$ cat src/rtl/decode_stage.sv
// decode_stage: instruction-decode pipeline stage between IF/ID and EX.
//
// Decodes a 16-bit instruction ([15:12] opcode, [11:8] rd, [7:4] rs,
// [3:0] rt/imm4). It drives the register-file read ports and forwards the
// write-back data when the write targets a register being read in the same
// cycle. It detects load-use hazards, inserts bubbles and stalls fetch, and
// registers the operands, immediate, destination and control into ID/EX.
//
// Ports:
//   clk, reset                 clock, synchronous active-high reset
//   inst_if, npc_if, valid_if  instruction, PC+1 and valid flag from IF/ID
//   flush                      kill the instruction being decoded
//   hold_ex                    EX cannot accept; freeze ID/EX
//   read_index_1/2             register-file read addresses (combinational)
//   read_data_1/2              register-file read data (combinational)
//   wb_we, wb_idx, wb_data     write-back port, used for the same-cycle bypass
//   stall_if                   fetch must hold PC and IF/ID (combinational)
//   *_id                       ID/EX pipeline register outputs
module decode_stage #(
    parameter int DATA_W = 16,
    parameter int IDX_W  = 5
) (
    input  logic              clk,
    input  logic              reset,
    input  logic [15:0]       inst_if,
    input  logic [15:0]       npc_if,
    input  logic              valid_if,
    input  logic              flush,
    input  logic              hold_ex,
    output logic [IDX_W-1:0]  read_index_1,
    output logic [IDX_W-1:0]  read_index_2,
    input  logic [DATA_W-1:0] read_data_1,
    input  logic [DATA_W-1:0] read_data_2,
    input  logic              wb_we,
    input  logic [IDX_W-1:0]  wb_idx,
    input  logic [DATA_W-1:0] wb_data,
    output logic              stall_if,
    output logic              valid_id,
    output logic [15:0]       npc_id,
    output logic [DATA_W-1:0] op_a_id,
    output logic [DATA_W-1:0] op_b_id,
    output logic [15:0]       imm_id,
    output logic [IDX_W-1:0]  rd_id,
    output logic [2:0]        alu_op_id,
    output logic              reg_write_id,
    output logic              mem_read_id,
    output logic              mem_write_id,
    output logic              branch_id,
    output logic              jump_id,
    output logic              imm_sel_id,
    output logic              illegal_id
);

    typedef struct packed {
        logic              valid;
        logic [15:0]       npc;
        logic [DATA_W-1:0] op_a;
        logic [DATA_W-1:0] op_b;
        logic [15:0]       imm;
        logic [IDX_W-1:0]  rd;
        logic [2:0]        alu_op;
        logic              reg_write;
        logic              mem_read;
        logic              mem_write;
        logic              branch;
        logic              jump;
        logic              imm_sel;
        logic              illegal;
    } idex_t;

    localparam logic [2:0] ALU_ADD = 3'd0;
    localparam logic [2:0] ALU_SUB = 3'd1;
    localparam logic [2:0] ALU_AND = 3'd2;
    localparam logic [2:0] ALU_OR  = 3'd3;
    localparam logic [2:0] ALU_PSB = 3'd4;

    idex_t idex_q, idex_d, dec;

    logic [3:0]       opc;
    logic [IDX_W-1:0] rd_f, rs_f, rt_f;
    logic             use_1, use_2, hazard;

    // 4-bit register fields are zero-extended into the wider index space.
    assign opc  = inst_if[15:12];
    assign rd_f = IDX_W'(inst_if[11:8]);
    assign rs_f = IDX_W'(inst_if[7:4]);
    assign rt_f = IDX_W'(inst_if[3:0]);

    // ST reads rd as store data and BEQ compares rd with rs, so both use rd on port 2.
    assign read_index_1 = rs_f;
    assign read_index_2 = (opc == 4'h7 || opc == 4'h8) ? rd_f : rt_f;

    // Only ports the opcode really reads can create a load-use hazard.
    always_comb begin
        use_1 = 1'b0;
        use_2 = 1'b0;
        case (opc)
            4'h1, 4'h2, 4'h3, 4'h4: begin use_1 = 1'b1; use_2 = 1'b1; end
            4'h5, 4'h6:             use_1 = 1'b1;
            4'h7, 4'h8:             begin use_1 = 1'b1; use_2 = 1'b1; end
            default:                ;
        endcase
    end

    assign hazard = valid_if & idex_q.valid & idex_q.mem_read & (idex_q.rd != '0) &
                    ((use_1 & (read_index_1 == idex_q.rd)) |
                     (use_2 & (read_index_2 == idex_q.rd)));

    assign stall_if = hold_ex | (hazard & ~flush);

    always_comb begin
        dec       = '0;
        dec.valid = 1'b1;
        dec.npc   = npc_if;

        // r0 is hard zero; otherwise a same-cycle write-back beats the stale read.
        if (read_index_1 == '0)                   dec.op_a = '0;
        else if (wb_we && wb_idx == read_index_1) dec.op_a = wb_data;
        else                                      dec.op_a = read_data_1;
        if (read_index_2 == '0)                   dec.op_b = '0;
        else if (wb_we && wb_idx == read_index_2) dec.op_b = wb_data;
        else                                      dec.op_b = read_data_2;

        dec.imm = {{12{inst_if[3]}}, inst_if[3:0]};
        dec.rd  = rd_f;
        case (opc)
            4'h1: begin dec.alu_op = ALU_ADD; dec.reg_write = 1'b1; end
            4'h2: begin dec.alu_op = ALU_SUB; dec.reg_write = 1'b1; end
            4'h3: begin dec.alu_op = ALU_AND; dec.reg_write = 1'b1; end
            4'h4: begin dec.alu_op = ALU_OR;  dec.reg_write = 1'b1; end
            4'h5: begin dec.reg_write = 1'b1; dec.imm_sel = 1'b1; end
            4'h6: begin dec.reg_write = 1'b1; dec.imm_sel = 1'b1; dec.mem_read = 1'b1; end
            4'h7: begin dec.imm_sel = 1'b1; dec.mem_write = 1'b1; end
            4'h8: begin dec.alu_op = ALU_SUB; dec.branch = 1'b1; end
            4'h9: begin dec.jump = 1'b1; dec.imm = {{4{inst_if[11]}}, inst_if[11:0]}; end
            4'hA: begin
                dec.alu_op    = ALU_PSB;
                dec.reg_write = 1'b1;
                dec.imm_sel   = 1'b1;
                dec.imm       = {inst_if[7:0], 8'h00};
            end
            4'h0: begin dec.imm = '0; dec.rd = '0; end
            default: begin
                // Undefined opcodes travel as NOPs that carry the illegal flag.
                dec.imm     = '0;
                dec.rd      = '0;
                dec.illegal = 1'b1;
            end
        endcase
        if (rd_f == '0) dec.reg_write = 1'b0;
    end

    // flush outranks hold_ex so a squashed instruction is never kept alive.
    always_comb begin
        idex_d = idex_q;
        if (flush)                    idex_d = '0;
        else if (hold_ex)             idex_d = idex_q;
        else if (hazard || !valid_if) idex_d = '0;
        else                          idex_d = dec;
    end

    always_ff @(posedge clk) begin
        if (reset) idex_q <= '0;
        else       idex_q <= idex_d;
    end

    assign valid_id     = idex_q.valid;
    assign npc_id       = idex_q.npc;
    assign op_a_id      = idex_q.op_a;
    assign op_b_id      = idex_q.op_b;
    assign imm_id       = idex_q.imm;
    assign rd_id        = idex_q.rd;
    assign alu_op_id    = idex_q.alu_op;
    assign reg_write_id = idex_q.reg_write;
    assign mem_read_id  = idex_q.mem_read;
    assign mem_write_id = idex_q.mem_write;
    assign branch_id    = idex_q.branch;
    assign jump_id      = idex_q.jump;
    assign imm_sel_id   = idex_q.imm_sel;
    assign illegal_id   = idex_q.illegal;

endmodule

$ cat config.mk
export PLATFORM = sky130hd
export DESIGN_NAME = decode_stage
export DESIGN_NICKNAME = d
export VERILOG_FILES = /design/src/rtl/decode_stage.sv
export SDC_FILE = /design/constraint.sdc
export NUM_CORES = 1
export LEC_CHECK = 0
export ABC_AREA = 1
export CAP_MARGIN = 20
export CELL_PAD_IN_SITES_DETAIL_PLACEMENT = 0
export CELL_PAD_IN_SITES_GLOBAL_PLACEMENT = 1
export CORE_MARGIN = 2
export CORE_UTILIZATION = 30
export DETAILED_ROUTE_END_ITERATION = 10
export GPL_ROUTABILITY_DRIVEN = 0
export GPL_TIMING_DRIVEN = 0
export HOLD_SLACK_MARGIN = 0.06
export PLACE_DENSITY_LB_ADDON = 0.2
export SYNTH_ARGS = -nofsm -noshare
export SYNTH_HDL_FRONTEND = slang
export SYNTH_SLANG_ARGS = --single-unit
export TNS_END_PERCENT = 30
$ cat constraint.sdc
create_clock -name clk -period 4.35 [get_ports clk]
set_input_delay 1.0875 -clock clk [delete_from_list [all_inputs] [get_ports clk]]
set_output_delay 1.0875 -clock clk [all_outputs]
set_load 0.1 [all_outputs]
Word-level counts from Yosys, hierarchy flattened
Cells that the tools add are included.

word-level totals
  logic and storage cells = 75
  output and inout bits = 91
  flip-flop bits (word level) = 80
  input bits = 91

operators by class
  equality and inequality tests = 14
  bitwise logic cells = 10
  multiplexer cells = 19
  reduce and logical (&&, ||, !) cells = 18

operators by type and width
  kind                  count
  $mux W80              1
  $mux W16              4
  $pmux W16 S3          1
  $eq A4 B3 Y1 const B  4
  $logic_not A5 Y1      3
  $eq A4 B4 Y1 const B  3
  $pmux W3 S4           1
  $reduce_or A11 Y1     1
  $eq A4 B5 Y1          2
  $eq A5 B4 Y1          2
  $mux W1               10
  $reduce_or A10 Y1     1
  $eq A4 B2 Y1 const B  2
  $mux W4               2
  $reduce_or A8 Y1      1
  $and A1 B1 Y1         7
  $reduce_or A7 Y1      1
  $reduce_or A6 Y1      1
  $reduce_bool A5 Y1    1
  $eq A4 B1 Y1 const B  1
  $logic_not A4 Y1      1
  $reduce_or A2 Y1      2
  $reduce_or A4 Y1      1
  $logic_and A1 B1 Y1   2
  4 further kinds       6

Depth between registers and ports, before layout
  depth after elaboration = 9
  depth in mapped cells = 16
  depth with buffers taken out = 15

Least setup slack after synthesis
OpenSTA, ideal clock, no wires.

  kind = input to output
  start point = in inst_if[12]
  end point = out stall_if
  arrival time = 4.516 ns
  buffers on the path = 0
  path slack = -1.254 ns
  stages on the path = 12
  data required time = 3.263 ns
  cells stage by stage = nand2_1 > inv_1 > nand2_4 > nand2_2 > nand2_1 > nand2_2 > nor2_1 > nor2_1 > nand3_1 > nand2_1 > nand2_1 > o21ai_0

between the ends
  longest elaborated chain between the ends = 9
  elaborated cells between the ends (all ways) = 21
  classes of those cells = 9 x eq/ne; 3 x mux; 6 x bitwise; 3 x reduce/logical

RTL lines
  element                                       RTL line  text
  start: declaration                            25        input logic [15:0] inst_if,
  $eq A4 B3 Y1 or $eq A4 B4 Y1 (tied branches)  91        assign read_index_2 = (opc == 4'h7 || opc == 4'h8) ? rd_f : rt_f;
  $logic_or A1 B1 Y1 (*)                        91
  $mux W4 (*)                                   91
  via read_index_2[1]                           31        output logic [IDX_W-1:0] read_index_2,
  $eq A4 B5 Y1 (*)                              107       (use_2 & (read_index_2 == idex_q.rd)));
  $and A1 B1 Y1 (*)                             107
  $or A1 B1 Y1 (*)                              106       ((use_1 & (read_index_1 == idex_q.rd)) |
  $and A1 B1 Y1 (*)                             105       assign hazard = valid_if & idex_q.valid & idex_q.mem_read & (idex_q.rd != '0) &
  $and A1 B1 Y1 (*)                             109       assign stall_if = hold_ex | (hazard & ~flush);
  $or A1 B1 Y1 (*)                              109
  end: declaration                              37        output logic stall_if,

The timed path passes the listed nets; every way through them passes the cells marked *.

Worst setup path after layout
  start point = in inst_if[13]
  end point = out stall_if

between the ends
  longest elaborated chain between the ends = 9
  elaborated cells between the ends (all ways) = 21
  classes of those cells = 9 x eq/ne; 3 x mux; 6 x bitwise; 3 x reduce/logical

RTL lines
  element                                       RTL line
  $eq A4 B3 Y1 or $eq A4 B4 Y1 (tied branches)  91, 97
  $logic_or A1 B1 Y1                            91
  $mux W4                                       91
  $eq A4 B5 Y1                                  107
  $and A1 B1 Y1                                 107
  $or A1 B1 Y1 (*)                              106
  $and A1 B1 Y1 (*)                             105
  $and A1 B1 Y1 (*)                             109
  $or A1 B1 Y1 (*)                              109

Mark *: on every way between the ends. The rest lies on a longest branch, timed or not.

==> results.json <==
{
  "status": "completed",
  "ios": 182,
  "r2r_cells": 8,
  "die_w_um": 120,
  "die_area_um2": 14500,
  "rr_endpoint": "op_b_id[14]",
  "antennaDiodeCount": 0,
  "stdcell_count": 1021,
  "grt_pass1_wl_um": 23000,
  "cts_buffers": 9,
  "grt_setup_unrepaired": "true",
  "drv.max_cap_violation_count": 0,
  "cts_hold_buf": 0,
  "startpoint": "inst_if[13]",
  "fmax_ghz": 0.234,
  "fin_nets": 931,
  "synth.area.top_cells": "dfxtp_1 39%, nand2_1 24%, a21oi_1 12%",
  "total_power_mw": 1.92,
  "vdd_ir_drop_max_v": 0.000205,
  "min_path_type": "register to register",
  "worstMarginPinSlew_ns": 1.03,
  "min_period_ns": 4.27,
  "synth-seq-cells": 79,
  "wirelength_um": 14500,
  "cp-end-kind": "output pin",
  "avgSynthCellArea_um2": 6.25,
  "syn_area_um2": 4060,
  "clock_skew_ns": 0.00445,
  "yosys_warnings": 0,
  "r2r_start": "rd_id[0]",
  "r2r_slack_ns": 2.57,
  "drc": 0,
  "clk_pin_slew_ns": 0.06,
  "fin_crit_sh_pct": 98.3,
  "ctsResizeCount": 13,
  "drive_gt1_share_pct": 6.39,
  "max_stage_delay_ns": 0.54,
  "via_count": 4682,
  "relSlewSlack_pct": 31.1,
  "leakagePower_nw": 2.61,
  "antenna_found_initial": 0,
  "cellPowerDensity_nw_per_um2": 302,
  "switching_share_pct": 32.6,
  "io_buffer_count": 177,
  "syn_to_final_growth_pct": 56.4,
  "die_y_um": 120,
  "power_switching_mw": 0.626,
  "core_um2": 13200,
  "design_area_um2": 6340,
  "clock_path_buffers": 2,
  "start_util_pct": 30.6,
  "fin_tns_setup_ns": 0,
  "grtUsageTotal_pct": 20.3,
  "viasPerCell": 4.59,
  "synth_top_cell_by_area": "dfxtp_1",
  "grt_max_degree": 14,
  "overflow": 0,
  "dp_hpwl_um": 11300,
  "wl_per_cell_um": 14.2,
  "worstSetupEndpoint": "stall_if",
  "final_util_pct": 47.9,
  "sequentialPowerShare_pct": 38.8,
  "crit_path_frequent_cell": "nand2_1",
  "cp_max_fo": 10,
  "ant_nets": 0,
  "synth_top_area_share_pct": 39.0,
  "finalSetupViolCount": 0,
  "power_frac_clock_pct": 37.3,
  "htreeDepth": 3,
  "fp-row-count": 42,
  "drtPass1Iterations": 4,
  "path_cells": "clkdlybuf4s50_1 > nand2_1 > inv_1 > nand2_4 > nand2_2 > nand2_1 > nand2_2 > nor2_1 > nor2_1 > nand3_1 > nand2_1 > nand2_1 > o21ai_2 > buf_12",
  "criticalPathCategory": "input pin to output pin",
  "grt_pass1_vias": 4541,
  "dp_cells": 1005,
  "cts_tree": "built",
  "cp.arrival_ns": 3.19,
  "post-cts-setup-buffers": 0,
  "dpl-instance-area_um2": 6060,
  "combPwrFrac_pct": 23.9,
  "first_iter_violations": 276,
  "synthDistinctLibCells": 29,
  "cp.required_ns": 3.26,
  "internal-power_mw": 1.29,
  "crit_path_top_delay_cell": "clkdlybuf4s50_1",
  "critPathLaunchType": "input pin",
  "finalMaxSlewViolations": 0,
  "synthesis.instances": 649,
  "clk-insertion-delay-late_ns": 0.35,
  "clock-root-buffer": "clkbuf_16",
  "finalHoldViolCount": 0,
  "synth_seq_area_share_pct": 39.0,
  "cts_sinks": 79
}
layout by cell type, fill, tap and decap left out, types with 3 or more instances in the layout:
master	synthesis	final
clkbuf_16	0	9
clkbuf_1	22	22
o221ai_1	3	3
buf_2	10	11
conb_1	1	3
clkbuf_2	0	3
clkinv_2	0	4
o21ai_0	10	9
nand2_1	259	258
nand4_1	3	3
dfxtp_1	79	79
nand3_1	19	19
inv_1	53	53
buf_4	7	7
nor2_1	61	60
nand2_2	2	3
clkdlybuf4s50_1	0	171
a21oi_1	98	98
xnor2_1	4	4
xor2_1	3	3
layout make-up:
cell class,count,area [um^2]
buffer,41,208
clock buffer,10,239
clock inverter,6,36.3
fill,1401,6900
inverter,55,206
multi-input combinational,476,2080
sequential,79,1580
tap,176,220
timing repair buffer,178,1780
synthesized netlist by cell type:
| library cell | instances |
|---|---|
| a21oi_4 | 1 |
| a21oi_1 | 98 |
| clkinv_1 | 1 |
| inv_2 | 1 |
| nor4_1 | 1 |
| or2_2 | 1 |
| nand2_2 | 2 |
| buf_2 | 10 |
| clkbuf_1 | 22 |
| nor2_4 | 1 |
| conb_1 | 1 |
| xnor2_1 | 4 |
| nor2_2 | 1 |
| nand4_1 | 3 |
| o41ai_1 | 1 |
| inv_1 | 53 |
| dfxtp_1 | 79 |
| nor2_1 | 61 |
| o21ai_0 | 10 |
| nand2_4 | 1 |
| nand3_2 | 2 |
| nand2_1 | 259 |
| nand3_1 | 19 |
| buf_4 | 7 |
| a31oi_1 | 1 |
| xor2_1 | 3 |
| buf_6 | 2 |
| o221ai_1 | 3 |
| o211ai_1 | 1 |
layer usage:
metal | GRT usage, % | part of all wire, % | up-vias | wire [um]
li1 | - | - | 2406 | -
met1 | 26.5 | 45 | 2126 | 6490
met2 | 32.4 | 46 | 144 | 6760
met3 | 6.89 | 8.1 | 6 | 1180
met4 | 5.16 | 0.80 | 0 | 117
met5 | 0 | 0 | - | 0
kinds of logic after synthesis:
| logic type | Yosys count | share of synthesized area (%) |
|---|---|---|
| buf+inv | 96 | 10.2 |
| simple gates | 351 | 34.2 |
| flops | 79 | 39.0 |
| xor+xnor | 7 | 1.51 |
| other cells | 1 | 0.0925 |
| compound gates | 115 | 14.9 |
worst min path at each step:
stage | startpoint | end | cells past startpoint
2_1_floorplan | imm_id[7] | imm_id[7] | 2
3_3_place_gp | npc_id[11] | npc_id[11] | 2
3_5_place_dp | op_b_id[15] | op_b_id[15] | 2
4_1_cts | op_b_id[15] | op_b_id[15] | 2
5_1_grt | npc_id[10] | npc_id[10] | 2
6_report | imm_id[7] | imm_id[7] | 2
power by group through the flow:
stage | Combinational (mW) | Clock [mW] | Sequential, mW
after CTS | 0.461 | 0.734 | 0.744
after floorplan | 0.194 | 0 | 0.853
final | 0.459 | 0.715 | 0.744
after global routing | 0.495 | 0.762 | 0.746
after detailed placement | 0.460 | 0 | 0.760
after global placement | 0.460 | 0 | 0.760
worst max-delay path, delay by kind of cell:
family	cells	cell delay, ns
AND/OR/NAND/NOR	10	1.02
buffers and inverters	3	0.90
AO/OA/AOI/OAI	1	0.18
metrics by stage:
stage | setup WS (ns) | hold WS, ns
final | 0.0756 | 0.464
after global routing | -0.113 | 0.480
after CTS | -0.0886 | 0.466
after detailed placement | -0.956 | 0.457
after global placement | -0.926 | 0.453
after floorplan | 0.0205 | 0.888
state kept, by name (all words and copies together), names as in the netlist, 3 cells and up:
register / count
rd_id: 4
op_b_id: 16
npc_id: 16
op_a_id: 16
alu_op_id: 3
imm_id: 16
No activity file was read; power rests on OpenSTA's default activity.
